--- config.mk ---
export PLATFORM = sky130hd
export DESIGN_NAME = ex_wb_stage
export DESIGN_NICKNAME = d
export VERILOG_FILES = /design/src/rtl/core_pkg.sv /design/src/rtl/sync2.sv /design/src/rtl/ex_wb_stage.sv
export SDC_FILE = /design/constraint.sdc
export NUM_CORES = 1
export LEC_CHECK = 0
export CORE_AREA = 4 4 145 147
export CTS_CLUSTER_DIAMETER = 50
export CTS_CLUSTER_SIZE = 20
export DETAILED_ROUTE_END_ITERATION = 16
export DIE_AREA = 0 0 149 151
export HOLD_SLACK_MARGIN = 0.05
export MAX_ROUTING_LAYER = met4
export PLACE_DENSITY = 0.76
export RECOVER_POWER = 25
export SYNTH_ARGS = -nofsm -noshare
export SYNTH_HDL_FRONTEND = slang
export SYNTH_SLANG_ARGS = --single-unit
--- constraint.sdc ---
create_clock -name clk -period 2.2 [get_ports clk]
set_clock_uncertainty 0.05 [all_clocks]
set_input_delay 0.22 -clock clk [delete_from_list [all_inputs] [get_ports clk]]
set_output_delay 0.22 -clock clk [all_outputs]
set_load 0.01 [all_outputs]
--- src/rtl/core_pkg.sv ---
`default_nettype none
// ============================================================================
// Module   : core_pkg
// Brief    : Shared constants and types for the 3-stage MIPS-subset core.
// Revision : 1.0 - initial release
// ============================================================================
package core_pkg;

  localparam int DATA_W_DEF = 32;
  localparam int REG_AW_DEF = 5;

  // WB result source select; encoding 3 is reserved and falls back to ALU
  localparam logic [1:0] REGSEL_ALU = 2'd0;
  localparam logic [1:0] REGSEL_HI  = 2'd1;
  localparam logic [1:0] REGSEL_LO  = 2'd2;

  // Decoded control carried from EX into WB
  typedef struct packed {
    logic       regwrite;
    logic [1:0] regsel;
    logic       enhilo;
    logic       rdrt;
    logic       gpio_out;
    logic       gpio_in;
  } exwb_ctrl_t;

  // Squash every enable of a killed or bubble instruction; selects pass through
  function automatic exwb_ctrl_t gate_ctrl(input exwb_ctrl_t c, input logic live);
    exwb_ctrl_t g;
    g          = c;
    g.regwrite = c.regwrite & live;
    g.enhilo   = c.enhilo   & live;
    g.gpio_out = c.gpio_out & live;
    g.gpio_in  = c.gpio_in  & live;
    return g;
  endfunction

endpackage
`default_nettype wire

--- src/rtl/sync2.sv ---
`default_nettype none
// ============================================================================
// Module   : sync2
// Brief    : Parameterised-width two-flop synchroniser, async active-low reset.
// Revision : 1.0 - initial release
// ============================================================================
module sync2 #(
  parameter int WIDTH = 32
) (
  input  logic             clk,
  input  logic             rst_n,
  input  logic [WIDTH-1:0] d_i,
  output logic [WIDTH-1:0] q_o
);

  logic [WIDTH-1:0] meta_q;
  logic [WIDTH-1:0] sync_q;

  // Two back-to-back flops give the first stage a full cycle to resolve
  always_ff @(posedge clk or negedge rst_n) begin
    if (!rst_n) begin
      meta_q <= '0;
      sync_q <= '0;
    end else begin
      meta_q <= d_i;
      sync_q <= meta_q;
    end
  end

  assign q_o = sync_q;

endmodule
`default_nettype wire

--- src/rtl/ex_wb_stage.sv ---
`default_nettype none
// ============================================================================
// Module   : ex_wb_stage
// Brief    : EX->WB pipeline register and writeback stage. Owns HI/LO, the
//            GPIO output register, the GPIO input synchroniser and instret.
// Revision : 1.0 - initial release
// ============================================================================
module ex_wb_stage
  import core_pkg::*;
#(
  parameter int DATA_W = DATA_W_DEF,
  parameter int REG_AW = REG_AW_DEF
) (
  input  logic              clk,
  input  logic              rst,
  input  logic              valid_EX,
  input  logic              flush_EX,
  input  logic              regwrite_EX,
  input  logic [1:0]        regsel_EX,
  input  logic              enhilo_EX,
  input  logic              rdrt_EX,
  input  logic              GPIO_OUT_EX,
  input  logic              GPIO_IN_EX,
  input  logic [REG_AW-1:0] rt_EX,
  input  logic [REG_AW-1:0] rd_EX,
  input  logic [DATA_W-1:0] rtdata_EX,
  input  logic [DATA_W-1:0] alu_lo_EX,
  input  logic [DATA_W-1:0] alu_hi_EX,
  input  logic [DATA_W-1:0] gpio_in,
  output logic [DATA_W-1:0] gpio_out,
  output logic              regwrite_WB,
  output logic [REG_AW-1:0] writeaddr_WB,
  output logic [DATA_W-1:0] writedata_WB,
  output logic [31:0]       instret
);

  logic              live;
  exwb_ctrl_t        ctrl_d;
  exwb_ctrl_t        ctrl_q;
  logic [REG_AW-1:0] waddr_d;
  logic [REG_AW-1:0] waddr_q;
  logic [DATA_W-1:0] res_d;
  logic [DATA_W-1:0] res_q;
  logic [DATA_W-1:0] hi_q;
  logic [DATA_W-1:0] lo_q;
  logic [DATA_W-1:0] gpio_out_q;
  logic [31:0]       instret_q;
  logic [DATA_W-1:0] gpio_sync;
  logic [DATA_W-1:0] wdata;

  assign live = valid_EX & ~flush_EX;

  // Assemble the next pipeline-register contents with enables gated by live
  always_comb begin
    ctrl_d          = '0;
    ctrl_d.regwrite = regwrite_EX;
    ctrl_d.regsel   = regsel_EX;
    ctrl_d.enhilo   = enhilo_EX;
    ctrl_d.rdrt     = rdrt_EX;
    ctrl_d.gpio_out = GPIO_OUT_EX;
    ctrl_d.gpio_in  = GPIO_IN_EX;
    ctrl_d          = gate_ctrl(ctrl_d, live);
    waddr_d         = rdrt_EX ? rt_EX : rd_EX;
    // A GPIO-out instruction writes the rt value into rd as well
    res_d           = GPIO_OUT_EX ? rtdata_EX : alu_lo_EX;
  end

  // EX->WB pipeline register, captured every cycle including bubbles
  always_ff @(posedge clk or negedge rst) begin
    if (!rst) begin
      ctrl_q  <= '0;
      waddr_q <= '0;
      res_q   <= '0;
    end else begin
      ctrl_q  <= ctrl_d;
      waddr_q <= waddr_d;
      res_q   <= res_d;
    end
  end

  // HI/LO update at the end of EX so a following mfhi/mflo needs no bypass
  always_ff @(posedge clk or negedge rst) begin
    if (!rst) begin
      hi_q <= '0;
      lo_q <= '0;
    end else if (ctrl_d.enhilo) begin
      hi_q <= alu_hi_EX;
      lo_q <= alu_lo_EX;
    end
  end

  // GPIO output register, loaded only by a live GPIO-out instruction
  always_ff @(posedge clk or negedge rst) begin
    if (!rst) begin
      gpio_out_q <= '0;
    end else if (ctrl_d.gpio_out) begin
      gpio_out_q <= rtdata_EX;
    end
  end

  // Retired-instruction counter, wraps naturally at 2^32
  always_ff @(posedge clk or negedge rst) begin
    if (!rst) begin
      instret_q <= '0;
    end else if (live) begin
      instret_q <= instret_q + 32'd1;
    end
  end

  sync2 #(
    .WIDTH (DATA_W)
  ) u_gpio_sync (
    .clk   (clk),
    .rst_n (rst),
    .d_i   (gpio_in),
    .q_o   (gpio_sync)
  );

  // WB data select; GPIO read wins because the decoder also raises regsel=HI
  always_comb begin
    wdata = res_q;
    if (ctrl_q.gpio_in) begin
      wdata = gpio_sync;
    end else if (ctrl_q.regsel == REGSEL_HI) begin
      wdata = hi_q;
    end else if (ctrl_q.regsel == REGSEL_LO) begin
      wdata = lo_q;
    end
  end

  // Fields consumed in EX only; kept in the bundle for visibility in WB
  logic unused_ctrl;
  assign unused_ctrl = &{1'b0, ctrl_q.enhilo, ctrl_q.rdrt, ctrl_q.gpio_out};

  assign regwrite_WB  = ctrl_q.regwrite & (waddr_q != '0);
  assign writeaddr_WB = waddr_q;
  assign writedata_WB = wdata;
  assign gpio_out     = gpio_out_q;
  assign instret      = instret_q;

endmodule
`default_nettype wire
==> results_dict.tcl <==
set metrics [dict create \
    synth_async_sr_flop_share 1.000 \
    cts_max_path_buffers 3 \
    syn_avg_cell_area_sq_um 13.66 \
    drc 0 \
    portBuffers 250 \
    rsz0062_at_grt "true" \
    num_io_pins 251 \
    synth-main-ff-cell "dfrtp_1" \
    grt_usage 0.2076 \
    gp_congestion 0.7899 \
    vias_per_cell 5.027 \
    hold_class "input pin to flop" \
    yosysSeqAreaShare 0.6124 \
    crit_type "flop to primary output" \
    drtIter0Drc 156 \
    syn_to_final_growth_pct 40.08 \
    yosysUniqueCellTypes 32 \
    cts-root-buf "clkbuf_16" \
    min_from "gpio_in[23]" \
    worst_slack_ns -0.03802 \
    max_slew_margin 0.07169 \
    synth_edf_count 0 \
    crit_fanout 9 \
    grt_overflow 0 \
    die_w_um 149 \
    powerDensity_mw_per_mm2 810.6 \
    fp.dieArea_sq_mm 0.02250 \
    startpoint "ctrl_q[5]" \
    antenna_found_initial 6 \
    dp_hpwl_mm 16.08 \
    cp.arrival_ns 1.97 \
    whs_ns 0.2084 \
    violations "negative setup slack" \
    max_cap_violations 0 \
    finalHoldViolations 0 \
    setup_viol 8 \
    worstMarginPinSlew_ns 1.392 \
    cp_slowest_cell "dfrtp_4" \
    die_h_um 151 \
    end_kind "primary output" \
    power.leakage_nw 5.816 \
    grt_max_degree 71 \
    cts.htree.levels 1 \
    synth_area_sq_mm 0.009522 \
    num_rows 52 \
    max_stage_delay_ns 0.54 \
    fmax_mhz 446.8 \
    core_sq_mm 0.01991 \
    vdd_ir_drop_max_v 0.0006998 \
    critical_path.cell_chain "buf_12 > buf_16 > mux2i_1 > nand2_1 > o21ai_2 > o21ai_1 > clkdlybuf4s15_2" \
    min_period_ns 2.238 \
    period_share 1.017 \
    start_kind "flop" \
    cts_inserted_buffers 22 \
    cts.sinks 233 \
    critPathRequiredTime_ns 1.93 \
    clk_pin_slew_ns 0.07 \
    grt_pass1_vias 6666 \
    drtPass1Iterations 4 \
    status "complete, but fails checks" \
    fin_total_pwr_mw 10.81 \
    drtAntennaViolNets 0 \
    yosysWarnings 0 \
    syn_nets 847 \
    timing.rr.start "instret[1]" \
    start_util 0.4783 \
    synth_cells 697 \
    cts_tree "yes" \
    nets 1116 \
    grt_first_pass_wirelength_mm 35.68 \
    insertion_delay_ns 0.51 \
    wirelength_mm 23.07 \
    wire_per_inst_um 18.35 \
    drv_slew 0 \
    drive_gt1_frac 0.2987 \
    via_count 6319 \
    ys_ff_latch 233 \
]
[cells in the final DEF (no fill, tap or decap), types with 3 or more instances in the layout]
master and count:
and2_1 3, and4_1 6, buf_12 12, buf_16 5, buf_2 29, buf_4 9, clkbuf_1 5, clkbuf_16 24
clkdlybuf4s50_1 179, clkinv_8 3, dfrtp_1 230, diode_2 6, dlygate4sd3_1 37, inv_1 5, mux2_2 166, mux2i_1 32
nand2_1 75, nand3_1 6, nand4_1 4, nor2_1 4, nor3_1 9, nor3_2 3, o21ai_1 53, o21ai_2 11
xnor2_1 11, xor2_1 20
[critical path, delay by kind of cell (launching register included)]
family	cells	cell delay (ns)
buffers and inverters	3	0.55
DFF	1	0.54
AOI/OAI and AO/OA	2	0.17
muxes	1	0.12
and+or+nand+nor	1	0.08
[what timing repair did]
| item | CTS | global route |
|---|---|---|
| hold endpoints to repair | 233 | 0 |
| endpoints found under the setup margin | 33 | 32 |
| hold buffers | 1 | 0 |
| buffers inserted | 4 | 1 |
| pin swaps | 2 | 15 |
| cloned | 4 | 1 |
| gates resized for setup | 188 | 42 |
[registers in the layout, summed over array words and instances (netlist names)]
register,cells
instret,32
hi_q,32
u_gpio_sync.meta_q,32
lo_q,32
gpio_out,32
ctrl_q,4
writeaddr_WB,5
u_gpio_sync.q_o,32
res_q,32
[Yosys cell counts, types with 4 or more instances]
cell type | number | area, sq um
o21ai_0 | 64 | 320.3
xnor2_1 | 11 | 96.34
mux2_2 | 166 | 1869
xor2_1 | 20 | 175.2
buf_1 | 4 | 15.01
mux2i_1 | 32 | 320.3
and4_1 | 6 | 52.55
nor2_1 | 4 | 15.01
nand4_1 | 4 | 25.02
inv_1 | 5 | 18.77
nor3_1 | 9 | 45.04
nand2_1 | 76 | 285.3
dfrtp_1 | 233 | 5831
clkbuf_1 | 12 | 45.04
nand3_1 | 6 | 30.03
buf_2 | 19 | 95.09
[power breakdown]
group	internal [mW]	leakage, nW	switching [mW]	total [mW]
Sequential	4.78	2.78	0.272	5.06
Clock	2.02	0.352	1.73	3.76
Combinational	1.20	2.68	0.800	2.00
[path summary, 6_finish.rpt]
path / cells past startpoint / end / slack [ns]
min in group asynchronous: 2 / gpio_out[15] / 0.50
min: 1 / u_gpio_sync.meta_q[23] / 0.21
min reg2reg: 0 / u_gpio_sync.q_o[1] / 0.30
max: 7 / writedata_WB[0] / -0.04
max in group asynchronous: 3 / ctrl_q[0] / 0.54
max reg2reg: 5 / instret[24] / 0.46
[stage by stage]
stage	setup WS, ns	util	instance area, sq um	setup TNS, ns	instances
2_1_floorplan	0.4837	-	9522	0	697
3_5_place_dp	0.09030	0.6283	12510	0	1201
3_3_place_gp	0.1184	0.6283	12510	0	1201
6_report	-0.03802	0.6699	13340	-0.1900	1257
4_1_cts	-0.1142	0.6683	13310	-1.043	1249
5_1_grt	-0.1295	0.6699	13340	-2.168	1257
[cells by family (layout without fill, tap and decap cells)]
logic type,Yosys count,count (layout),share of synthesized area
other,0,6,0
AOI/OAI and AO/OA,65,65,0.03443
and+or+nand+nor,128,128,0.07398
muxes,198,198,0.2300
DFF,233,233,0.6124
buffers and inverters,41,325,0.01945
xor gates and xnor gates,31,31,0.02852
adders and majority gates,1,1,0.001314
[layer usage]
metal,GRT usage,up-vias,routed length (um)
met5,-,-,0
met4,0.04760,0,452
met3,0.05416,33,1508
met2,0.3446,166,11400
met1,0.2589,3129,9704
li1,-,2991,-
[area by class of cell]
type	instances	area [sq um]
tap	270	337.8
multi-input combinational	423	3555
inverter	5	18.77
fill	1522	6571
antenna	6	15.01
timing repair buffer	281	2841
clock buffer	26	596.8
sequential	233	5837
clock inverter	13	136.4
Note: power is estimated with default switching activity, not from simulation.
